==> src/rtl/stream_demux.sv <==
// One-to-many stream steering: each accepted beat is parked in the one-entry
// slot of the channel named by its selection, so channels drain independently.
module stream_demux #(
  parameter int WIDTH            = 32,
  parameter int OUTPUT_BUS_COUNT = 4,
  localparam int SEL_W           = (OUTPUT_BUS_COUNT > 1) ? $clog2(OUTPUT_BUS_COUNT) : 1
) (
  input  logic                        clk,
  input  logic                        reset,
  input  logic                        in_valid,
  output logic                        in_ready,
  input  logic [SEL_W-1:0]            selection,
  input  logic [WIDTH-1:0]            in_data,
  output logic [OUTPUT_BUS_COUNT-1:0] out_valid,
  input  logic [OUTPUT_BUS_COUNT-1:0] out_ready,
  output logic [WIDTH-1:0]            out_data [OUTPUT_BUS_COUNT],
  output logic                        select_error
);

  localparam int SEL_SPAN = 1 << SEL_W;

  typedef enum logic {
    SLOT_EMPTY = 1'b0,
    SLOT_FULL  = 1'b1
  } slot_state_t;

  logic [OUTPUT_BUS_COUNT-1:0] slot_full;
  logic [SEL_SPAN-1:0]         can_take;
  logic [SEL_SPAN-1:0]         chan_exists;
  logic                        accept;
  logic                        in_range;
  logic                        select_error_d;
  logic                        select_error_q;

  // Selection codes past the last channel always accept, so bad beats never stall the input.
  genvar gi;
  generate
    for (gi = 0; gi < SEL_SPAN; gi++) begin : g_code
      if (gi < OUTPUT_BUS_COUNT) begin : g_real
        assign can_take[gi]    = !slot_full[gi] || out_ready[gi];
        assign chan_exists[gi] = 1'b1;
      end else begin : g_phantom
        assign can_take[gi]    = 1'b1;
        assign chan_exists[gi] = 1'b0;
      end
    end
  endgenerate

  assign in_ready = can_take[selection];
  assign in_range = chan_exists[selection];
  assign accept   = in_valid && in_ready && !reset;

  generate
    for (gi = 0; gi < OUTPUT_BUS_COUNT; gi++) begin : g_chan
      slot_state_t      state_q;
      slot_state_t      state_d;
      logic [WIDTH-1:0] data_q;
      logic [WIDTH-1:0] data_d;
      logic             load;

      assign load = accept && (selection == SEL_W'(gi));

      always_comb begin
        state_d = state_q;
        data_d  = data_q;
        if (state_q == SLOT_EMPTY) begin
          if (load) begin
            state_d = SLOT_FULL;
            data_d  = in_data;
          end
        end else if (out_ready[gi]) begin
          // Drain and refill in the same cycle keeps the channel at full rate.
          if (load) begin
            state_d = SLOT_FULL;
            data_d  = in_data;
          end else begin
            state_d = SLOT_EMPTY;
          end
        end
      end

      always_ff @(posedge clk) begin
        if (reset) begin
          state_q <= SLOT_EMPTY;
          data_q  <= '0;
        end else begin
          state_q <= state_d;
          data_q  <= data_d;
        end
      end

      assign slot_full[gi] = (state_q == SLOT_FULL);
      assign out_valid[gi] = slot_full[gi];
      assign out_data[gi]  = data_q;
    end
  endgenerate

  always_comb begin
    select_error_d = accept && !in_range;
  end

  always_ff @(posedge clk) begin
    if (reset) begin
      select_error_q <= 1'b0;
    end else begin
      select_error_q <= select_error_d;
    end
  end

  assign select_error = select_error_q;

endmodule

==> config.mk <==
export PLATFORM = sky130hd
export DESIGN_NAME = stream_demux
export DESIGN_NICKNAME = d
export VERILOG_FILES = /design/src/rtl/stream_demux.sv
export SDC_FILE = /design/constraint.sdc
export NUM_CORES = 1
export LEC_CHECK = 0
export ABC_AREA = 1
export BUFFER_PORTS_ARGS = -buffer_cell sky130_fd_sc_hd__buf_4
export CAP_MARGIN = 20
export CORE_MARGIN = 10
export CORE_UTILIZATION = 57
export CTS_CLUSTER_SIZE = 14
export DETAILED_ROUTE_END_ITERATION = 10
export PLACE_DENSITY = 0.86
export REMOVE_ABC_BUFFERS = 1
export SLEW_MARGIN = 20
export SYNTH_ARGS = -nofsm -noshare
export SYNTH_HDL_FRONTEND = slang
export SYNTH_SLANG_ARGS = --single-unit
==> constraint.sdc <==
create_clock -name clk -period 2.8 [get_ports clk]
set_input_delay 0.14 -clock clk [delete_from_list [all_inputs] [get_ports clk]]
set_output_delay 0.14 -clock clk [all_outputs]
set_load 0.01 [all_outputs]
; Word level (Yosys, flattened, before mapping)
; Index checks and enable logic that the tools add are counted.
[totals]
input_bits = 41
elab_cells = 63
output_inout_bits = 134
ff_bits = 133
[op_classes]
n_eq_ne = 7
reduce_logical = 18
n_lt_le_gt_ge = 1
mux = 28
[op_table]
columns = op, count
row1 = $mux 32, 12
row2 = $mux 1, 14
row3 = $ne 2x2->1 const B, 4
row4 = $logic_and 1x1->1, 7
row5 = $logic_not 1->1, 6
row6 = $bmux 1 s2, 2
row7 = $eq 2x2->1 const B, 2
row8 = $logic_or 1x1->1, 4
row9 = $lt 2x3->1 const B, 1
row10 = $eq 2x1->1 const B, 1
row11 = $logic_not 2->1, 1

; Logic depth before layout (Yosys ltp)
; Gate-level depths: netlist (run 1).
[depth]
ltp_word = 10
mapped_depth = 10
ltp_nobuf = 9

; Worst setup path after synthesis (run 1)
; OpenSTA, ideal clock, no wires.
[synth_timing]
path_type = flip-flop to flip-flop
start = register g_chan[0].state_q
end = register g_chan[1].data_q[28]
synth_period_minus_slack_ns = 1.342
stages_incl_launch_ff = 11
path_buffers = 2
setup_ns = 0.110
t_arrival_ns = 1.232
slack_ns = 1.458
required_ns = 2.690
cell_sequence = dfxtp_1 > inv_1 > nor2_1 > nand2_1 > nand2_1 > nor2_2 > buf_2 > buf_2 > nand4_1 > nand2_1 > nor2_1
[synth_between]
elab_chain_cells = 10
[synth_rtl]
columns = item, line
row1 = start: declaration, 55  ; slot_state_t state_q;
row2 = start signal: assignment, 87  ; state_q <= state_d;
row3 = $logic_not 1->1 *, 40  ; assign can_take[gi] = !slot_full[gi] || out_ready[gi];
row4 = $logic_or 1x1->1 *, 40
row5 = $bmux 1 s2 *, 49  ; assign in_ready = can_take[selection];
row6 = $mux 1 (implied by the code) *, 49
row7 = $logic_and 1x1->1 * (2 in a row), 51  ; assign accept = in_valid && in_ready && !reset;
row8 = $logic_and 1x1->1 *, 61  ; assign load = accept && (selection == SEL_W'(gi));
row9 = $mux 32 *, -
row10 = $mux 32, -
row11 = $mux 32 *, -
row12 = end signal: assignment, 88  ; data_q <= data_d;
row13 = end: declaration, 57  ; logic [WIDTH-1:0] data_q;
; Mark *: on every way between the ends. The rest lies on a longest branch, timed or not. The select of a mux whose other input is x is not followed.
; A chain may end at the register's enable or synchronous reset.

; Worst setup path after layout (run 1)
[layout_timing]
start = input reset
end = register g_chan[2].data_q[29]
[layout_between]
elab_chain_cells = 6
[layout_rtl]
columns = item, line
row1 = start: declaration, 9  ; input logic reset,
row2 = $logic_not 1->1, 51
row3 = $logic_and 1x1->1, 51
row4 = $logic_and 1x1->1, 61
row5 = $mux 32 (3 in a row), -
row6 = end signal: assignment, 88
row7 = end: declaration, 57
; Several ways; a longest one is shown, not always the timed one. The select of a mux whose other input is x is not followed.

==> impl_metrics.yaml, run 1 <==
outcome:
  status: "finished, final reports clean"
sta:
  setup_viol: 0
  setup_tns_ns: 0
  timing.fmax_mhz: 441
  rsz0062_at_grt: "no"
  slew_viol_final: 0
  skew_ns: 0.00512
  slew_headroom_pct: 38.7
  finalCritPeriodShare_pct: 81.0
  worst_slew_pin_slew_ns: 0.919
  setup_slack_ns: 0.531
  hold_viol: 0
  period_needed_ns: 2.27
worst_setup_path:
  crit_fanout: 33
  critPathBufInv: 3
  path_cells: "dlygate4sd3_1 > buf_4 > nor2_4 > nand3_2 > nand2_1 > inv_1 > nor2_1"
  path_delay_family: "simple AND/OR/NAND/NOR gates"
  path_class: "input pin to flip-flop"
  worst_setup_path_end_kind: "flip-flop"
  required_ns: 3.15
  start_kind: "input pin"
  arrival_ns: 2.62
  cp_slowest_stage_delay_ns: 0.82
  slowest_stage: "nand3_2"
synthesis:
  avgSynthCellArea_um2: 6.22
  synth_edf_count: 0
  synthTopCellsByArea: "dfxtp_1 41%, inv_1 16%, nand2_1 15%"
  ys.flop_type: "dfxtp_1"
  ys_seq_elements: 132
  synthCells: 1041
  yosys_warnings: 0
  syn_area_mm2: 0.00647
  yosysUniqueCellTypes: 15
  yosysMostFrequentCell: "inv_1"
  seq_area_frac_synth_pct: 40.8
  synthArstFlopShare_pct: 0
  yosys.area.top_type_share_pct: 40.8
  synthTopCellsByCount: "284 x inv_1, 263 x nand2_1, 133 x nor2_1"
  yosys.area.top_type: "dfxtp_1"
floorplanning:
  core-area_mm2: 0.0110
  start_util_pct: 58.9
  io_pins: 175
  die_w_um: 127
  rows: 38
  die_h_um: 127
  dieArea_mm2: 0.0160
grt:
  grt_overflow: 0
  antenna_found_initial: 0
  grt_usage_pct: 23.0
  grt_pass1_wl_um: 30700
  grt_pass1_vias: 6149
  grt_max_degree: 111
detailed_routing:
  met1_length_um: 7890
  top_layer: "met4"
  first_pass_iters: 5
  drc: 0
  vias: 6513
  wl_um: 19000
  drt_iter0_drc: 756
  route.met2.wl_um: 8940
  wl_per_cell_um: 14.3
  final_antenna_net_count: 0
  dr_wl_met3_um: 1850
  vias_per_cell: 4.90
placement:
  place_congestion: 0.819
  post_dp_cell_area_mm2: 0.00776
  port_buffers: 173
  hpwlAfterDp_um: 12000
  dp_cells: 1293
  pre_cts_slack_ns: 0.517
final_layout:
  final_nets: 1217
  final_cells: 1329
  n_antenna_cell: 0
  drive_gt1_share_pct: 20.4
  fin_area_mm2: 0.00845
  area_growth_pct: 30.5
  multiInputGateArea_mm2: 0.00240
  fillers: 814
  seq_area_mm2: 0.00264
clock_tree:
  cts_hold_buf: 4
  clkTransAtPathRegs_ns: 0.05
  cts_sinks: 132
  tritoncts: "yes"
  cts-root-buf: "clkbuf_16"
  insertion_delay_ns: 0.41
  numCtsBuffers: 17
  ctsResizeCount: 0
  max-clock-path-buffers: 2
  postCtsSetupRepairBufs: 0
  ctsHtreeMaxLevel: 4
power:
  total_power_mw: 4.96
  powerDensity_mw_per_mm2: 587
  ir_drop_mv: 0.373
  leakage_nw: 4.56
job:
  cap_violations: 0
min_path:
  hold_path_class: "input pin to flip-flop"
==> flip-flops by register name, summed over array words and instances (netlist names) <==
name / cells
g_chan.data_q: 128
g_chan.state_q: 4
==> power by group <==
part | switching (mW) | internal, mW
registers | 0.0393 | 1.95
clock network | 0.787 | 1.60
logic | 0.354 | 0.232
==> layout by cell type (no fill, tap or decap) <==
master,n
nand3_2,4
dlygate4sd3_1,4
buf_12,3
a21oi_1,4
inv_1,283
dfxtp_1,132
buf_4,180
clkinv_2,7
clkbuf_8,5
nor2_4,5
conb_1,1
clkbuf_16,17
nand2_1,263
nand4_1,128
bufinv_16,4
nor2_1,132
inv_2,17
==> area by class of cell <==
cell class / instances / share of cell area, %
inverter: 301 / 13.4
timing repair buffer: 187 / 17.2
multi-input combinational: 537 / 28.5
sequential: 132 / 31.3
clock buffer: 22 / 5.85
tap: 140 / 2.07
clock inverter: 10 / 1.78
==> metrics by stage <==
stage	hold slack, ns	util, %
after floorplan	0.209	-
after global placement	0.372	70.7
final	0.0285	76.9
after detailed placement	0.376	70.7
after CTS	0.00644	76.9
after global routing	0.0404	76.9
==> metal layers <==
metal	vias up	track usage (%)
met5	-	0
met4	0	8.57
met3	34	7.25
met2	319	37.2
met1	2847	28.0
li1	3313	-
==> worst min-delay path: stages <==
cell     delay (ns)
buf_4          0.08
nor2_1         0.05
inv_1          0.06
a21oi_1        0.06
==> logic make-up after synthesis <==
| kind of cell | share of synthesized area (%) |
|---|---|
| flops | 40.8 |
| simple gates | 36.1 |
| compound gates | 0.309 |
| other cells | 0.0579 |
| buf+inv | 22.7 |
==> path summary, 6_finish.rpt <==
| path | from | to | slack, ns | cells after the start |
|---|---|---|---|---|
| max | reset | g_chan[2].data_q[29] | 0.53 | 7 |
| min | out_ready[2] | g_chan[2].state_q | 0.03 | 4 |
| max reg2reg | g_chan[0].state_q | g_chan[2].data_q[29] | 0.75 | 9 |
| min reg2reg | g_chan[1].data_q[16] | g_chan[1].data_q[16] | 0.51 | 4 |
Note: power is estimated with default switching activity, not from simulation.
==> run 2, diff against run 1 <==
--- a/config.mk
+++ b/config.mk
@@ -9,10 +9,10 @@
 export BUFFER_PORTS_ARGS = -buffer_cell sky130_fd_sc_hd__buf_4
 export CAP_MARGIN = 20
 export CORE_MARGIN = 10
-export CORE_UTILIZATION = 57
+export CORE_UTILIZATION = 48
 export CTS_CLUSTER_SIZE = 14
 export DETAILED_ROUTE_END_ITERATION = 10
-export PLACE_DENSITY = 0.86
+export PLACE_DENSITY = 0.77
 export REMOVE_ABC_BUFFERS = 1
 export SLEW_MARGIN = 20
 export SYNTH_ARGS = -nofsm -noshare
==> constraint.sdc (replaced) <==
create_clock -name clk -period 1.85 [get_ports clk]
set_input_delay 0.0925 -clock clk [delete_from_list [all_inputs] [get_ports clk]]
set_output_delay 0.0925 -clock clk [all_outputs]
set_load 0.01 [all_outputs]
==> run 2 against run 1 <==
Against the previous run:
- setup slack worse by 0.39 ns
- clock power rose by 29%
- sequential share of layout area fell by 0.35 points
- critical path type is now flip-flop to output pin
- critical endpoint is now in_ready
- largest power group unchanged
==> impl_metrics.yaml, run 2 (same netlist as run 1, synthesis figures left out) <==
sta:
  hold_ws_ns: 0.0435
  worst_slew_pin_slew_ns: 0.585
  setup_viol: 0
  slew_viol_final: 0
  rsz0062_at_grt: "no"
  hold_viol: 0
  period_needed_ns: 1.71
  skew_ns: 0.00858
  slew_headroom_pct: 61.0
  timing.fmax_mhz: 584
  finalCritPeriodShare_pct: 92.6
worst_setup_path:
  path_class: "flip-flop to output pin"
  path_cells: "inv_1 > nor2_1 > nand2_1 > nand2_2 > nor2_4 > buf_12 > buf_6"
  worst_setup_path_end_kind: "output pin"
  slowest_stage: "dfxtp_1"
  path_delay_family: "buffers and inverters"
  ff2ff_path_depth: 11
  cp_num_cells: 7
  start_kind: "flip-flop"
  arrival_ns: 1.62
  required_ns: 1.76
  crit_fanout: 55
  cp_slowest_stage_delay_ns: 0.32
  critPathBufInv: 3
final_layout:
  layout.cells.most_common_list: "283 x inv_1, 262 x nand2_1, 184 x buf_4, 132 x nor2_1, 132 x dfxtp_1"
  top_register: "g_chan.data_q"
  layout_commonest_cell: "inv_1"
  area_growth_pct: 32.0
  drive_gt1_share_pct: 20.8
  reg.largest.list: "g_chan.data_q: 128 flops, g_chan.state_q: 4 flops"
  largest_reg_flops: 128
  n_antenna_cell: 0
  final_nets: 1229
  postLayoutCoreUtil_pct: 64.5
power:
  switching_share_pct: 25.2
  comb_power_share_pct: 12.9
  power.switching_mw: 1.76
  pwr-share-clk_pct: 44.1
  leakage_nw: 4.58
  ir_drop_mv: 0.470
  powerDensity_mw_per_mm2: 818
  intPower_mw: 5.22
  pwr-share-seq_pct: 43.0
min_path:
  min_path_cells: 5
  hold_path_class: "input pin to flip-flop"
detailed_routing:
  wl_per_cell_um: 13.9
  vias_per_cell: 4.65
  first_pass_iters: 5
  final_antenna_net_count: 0
  drc: 0
  wl_um: 19100
  vias: 6399
  drt_iter0_drc: 458
grt:
  grt_usage_pct: 20.4
  grt_pass1_wl_um: 30300
  grt_overflow: 0
  grt_max_degree: 77
  antenna_found_initial: 2
  grt_pass1_vias: 5998
floorplanning:
  die_w_um: 136
  die_h_um: 136
  rows: 42
  core-area_mm2: 0.0132
  start_util_pct: 48.9
  dieArea_mm2: 0.0185
  io_pins: 175
job:
  cap_violations: 0
placement:
  place_congestion: 0.799
  hpwlAfterDp_um: 12200
  port_buffers: 173
clock_tree:
  max-clock-path-buffers: 2
  cts-root-buf: "clkbuf_16"
  tritoncts: "yes"
  ctsHtreeMaxLevel: 4
  numCtsBuffers: 17
  cts_sinks: 132
  insertion_delay_ns: 0.42
  clkTransAtPathRegs_ns: 0.05
outcome:
  status: "finished, final reports clean"
run 2: what timing repair did:
action | 4_1_cts | 5_1_grt
setup buffers | 2 | 0
hold buffers | 5 | 0
resized for setup | 3 | 3
cloned | 1 | 0
pin swaps | 1 | 0
setup endpoints to repair | 117 | 54
hold endpoints to repair | 4 | 0
run 2: layout make-up:
class	instances	area, µm²
timing repair buffer	198	1590
sequential	132	2640
clock buffer	27	523
fill	1246	4700
clock inverter	4	20.0
inverter	301	1130
multi-input combinational	538	2410
tap	176	220
run 2: metrics by stage:
stage / std cells / total power, mW / worst slack, ns / area, µm² / TNS (ns)
after floorplan: 970 / 3.56 / -4.48 / 6130 / -588.12
after global placement: 1337 / 3.94 / -0.0649 / 7910 / -2.40
after detailed placement: 1337 / 3.95 / -0.0896 / 7910 / -5.79
after CTS: 1376 / 7.04 / 0.0712 / 8530 / 0
after global routing: 1376 / 7.28 / 0.0279 / 8540 / 0
final: 1376 / 6.98 / 0.136 / 8540 / 0
run 2: final timing paths:
kind	start	end	slack [ns]
max	g_chan[2].state_q	in_ready	0.14
max reg2reg	g_chan[2].state_q	g_chan[1].data_q[25]	0.23
min	in_data[14]	g_chan[1].data_q[14]	0.04
min reg2reg	g_chan[2].data_q[2]	g_chan[2].data_q[2]	0.51
run 2: tightest hold or removal path, stage by stage:
cell and delay [ns]:
buf_4 0.07, inv_1 0.06, nand4_1 0.08, nand2_1 0.05, nor2_1 0.07
run 2: power by group through the flow:
| stage | clock (mW) | combinational (mW) | sequential (mW) |
|---|---|---|---|
| 2_1_floorplan | 0 | 0.454 | 3.10 |
| 6_report | 3.08 | 0.898 | 3.01 |
| 3_3_place_gp | 0 | 0.873 | 3.06 |
| 4_1_cts | 3.13 | 0.901 | 3.01 |
| 3_5_place_dp | 0 | 0.882 | 3.07 |
| 5_1_grt | 3.25 | 1.01 | 3.02 |
run 2: routing by layer:
layer / vias to the layer above / track usage (%) / share of wire (%)
met1: 2812 / 24.7 / 43
met5: - / 0 / 0.15
met2: 216 / 33.5 / 47
met4: 4 / 6.15 / 1.3
met3: 27 / 6.94 / 8.5
li1: 3340 / - / -
==> run 3, diff against run 2 <==
--- a/config.mk
+++ b/config.mk
@@ -8,7 +8,7 @@
 export ABC_AREA = 1
 export BUFFER_PORTS_ARGS = -buffer_cell sky130_fd_sc_hd__buf_4
 export CAP_MARGIN = 20
-export CORE_MARGIN = 10
+export CORE_MARGIN = 2
 export CORE_UTILIZATION = 48
 export CTS_CLUSTER_SIZE = 14
 export DETAILED_ROUTE_END_ITERATION = 10
==> run 3 against run 2 <==
Against the previous run:
- maximum frequency decreased by 3.4%
- combinational power fell by 1%
- count of clock-buffer cells in the layout is 3 lower
- register-to-register slack worse by 0.04 ns
- critical path type unchanged
- final cell count is essentially flat
- global-route usage rose by 4.8 points
- via count decreased by 1.8%
==> impl_metrics.yaml, run 3 (same netlist as run 1, synthesis figures left out) <==
outcome:
  status: "finished, final reports clean"
final_layout:
  top_register: "g_chan.data_q"
  fin_area_mm2: 0.00864
  seq_area_mm2: 0.00264
  fillers: 1202
  layout.cells.most_common_list: "283 x inv_1, 263 x nand2_1, 185 x buf_4, 132 x nor2_1, 132 x dfxtp_1"
  n_antenna_cell: 0
  drive_gt1_share_pct: 20.9
  final_nets: 1227
  largest_reg_flops: 128
  area_growth_pct: 33.5
  reg.largest.list: "g_chan.data_q: 128 flops, g_chan.state_q: 4 flops"
  layout_commonest_cell: "inv_1"
  multiInputGateArea_mm2: 0.00240
sta:
  worst_slew_pin_slew_ns: 0.578
  period_needed_ns: 1.77
  slew_headroom_pct: 61.5
  timing.fmax_mhz: 564
  rsz0062_at_grt: "yes"
  skew_ns: 0.00732
  finalCritPeriodShare_pct: 95.8
  slew_viol_final: 0
  hold_viol: 0
  setup_viol: 0
clock_tree:
  cts-root-buf: "clkbuf_16"
  cts_sinks: 132
  tritoncts: "yes"
  postCtsSetupRepairBufs: 0
  ctsHtreeMaxLevel: 4
  clkTransAtPathRegs_ns: 0.06
  max-clock-path-buffers: 2
  insertion_delay_ns: 0.42
  numCtsBuffers: 17
power:
  ir_drop_mv: 0.530
  powerDensity_mw_per_mm2: 883
  total_power_mw: 7.63
  leakage_nw: 4.63
worst_setup_path:
  path_delay_family: "buffers and inverters"
  critPathBufInv: 3
  rr_endpoint: "g_chan[0].data_q[14]"
  cp_slowest_stage_delay_ns: 0.31
  path_cells: "inv_1 > nor2_1 > nand2_1 > nand2_1 > nor2_4 > buf_12 > buf_4"
  cp_num_cells: 7
  ff2ff_path_depth: 9
  reg2reg_slack_ns: 0.19
  required_ns: 1.76
  crit_top_cell: "nand2_1"
  start_kind: "flip-flop"
  arrival_ns: 1.68
  timing.rr.start: "g_chan[2].state_q"
  crit_fanout: 51
  slowest_stage: "dfxtp_1"
  worst_setup_path_end_kind: "output pin"
  path_class: "flip-flop to output pin"
min_path:
  hold_start: "in_data[29]"
  hold_path_class: "input pin to flip-flop"
  min_path_cells: 5
  hold_end: "g_chan[0].data_q[29]"
placement:
  place_congestion: 0.752
  port_buffers: 173
  hpwlAfterDp_um: 10700
  post_dp_cell_area_mm2: 0.00791
grt:
  grt_pass1_wl_um: 28700
  grt_overflow: 0
  grt_pass1_vias: 5791
  grt_max_degree: 129
  grt_usage_pct: 25.2
  antenna_found_initial: 0
detailed_routing:
  wl_per_cell_um: 12.9
  first_pass_iters: 5
  drt_iter0_drc: 634
  vias_per_cell: 4.57
  drc: 0
  vias: 6285
  wl_um: 17700
  final_antenna_net_count: 0
job:
  cap_violations: 0
floorplanning:
  die_h_um: 120
  io_pins: 175
  die_w_um: 120
  dieArea_mm2: 0.0144
  start_util_pct: 49.1
  core-area_mm2: 0.0132
  rows: 42
==> run 3: repair_timing <==
item | in CTS | in global routing
hold buffers | 5 | 0
cloned | 0 | 0
setup endpoints to repair | 1 | 1
endpoints found under the hold margin | 4 | 0
resized for setup | 2 | 1
==> run 3: cell type report <==
cell class | instances | area share (%)
flip-flops and latches | 132 | 30.6
multi-input cells | 537 | 27.8
repair buffers | 197 | 18.3
inverters | 301 | 13.1
clock buffers | 24 | 6.04
well taps | 176 | 2.55
clock inverters | 8 | 1.65
==> run 3: worst max-delay path by stage <==
stage                                  from              endpoint  slack, ns
after floorplan                    in_valid  g_chan[0].data_q[10]      -4.48
after global placement    g_chan[2].state_q  g_chan[1].data_q[10]       0.24
after detailed placement  g_chan[0].state_q  g_chan[1].data_q[15]       0.22
after CTS                 g_chan[2].state_q              in_ready      0.009
after global routing      g_chan[0].state_q              in_ready      -0.04
final                     g_chan[2].state_q              in_ready       0.08
==> run 3: where the power goes <==
| group | total (mW) | leakage, nW | internal, mW | switching (mW) |
|---|---|---|---|---|
| combinational | 0.885 | 3.23 | 0.364 | 0.520 |
| sequential | 3.01 | 1.07 | 2.95 | 0.0635 |
| clock | 3.74 | 0.328 | 2.50 | 1.24 |
| total | 7.63 | 4.63 | 5.81 | 1.82 |
==> run 3: layer usage <==
| layer | global-route usage (%) | part of all wire [%] | up-vias |
|---|---|---|---|
| met5 | 0 | 0 | - |
| met3 | 6.70 | 8.1 | 24 |
| li1 | - | - | 3329 |
| met4 | 9.34 | 1.8 | 0 |
| met2 | 38.7 | 44 | 239 |
| met1 | 33.8 | 46 | 2693 |
==> run 3: worst register-to-register path, stage by stage (launching register included) <==
cell     delay [ns]
dfxtp_1        0.31
inv_1          0.05
nor2_1         0.07
nand2_1        0.06
nand2_1        0.08
nor2_4         0.24
buf_4          0.44
nand4_1        0.17
nand2_1        0.10
nor2_1         0.04
==> run 3: stage by stage <==
step	utilization, %	hold slack (ns)	TNS, ns	setup WS (ns)	std cells
6_report	65.5	0.0383	0	0.0768	1375
5_1_grt	65.5	0.0649	-0.0361	-0.0361	1375
4_1_cts	65.5	0.0261	0	0.00888	1375
3_5_place_dp	60.0	0.339	0	0.225	1338
3_3_place_gp	60.0	0.335	0	0.241	1338
2_1_floorplan	-	0.162	-588.12	-4.48	970
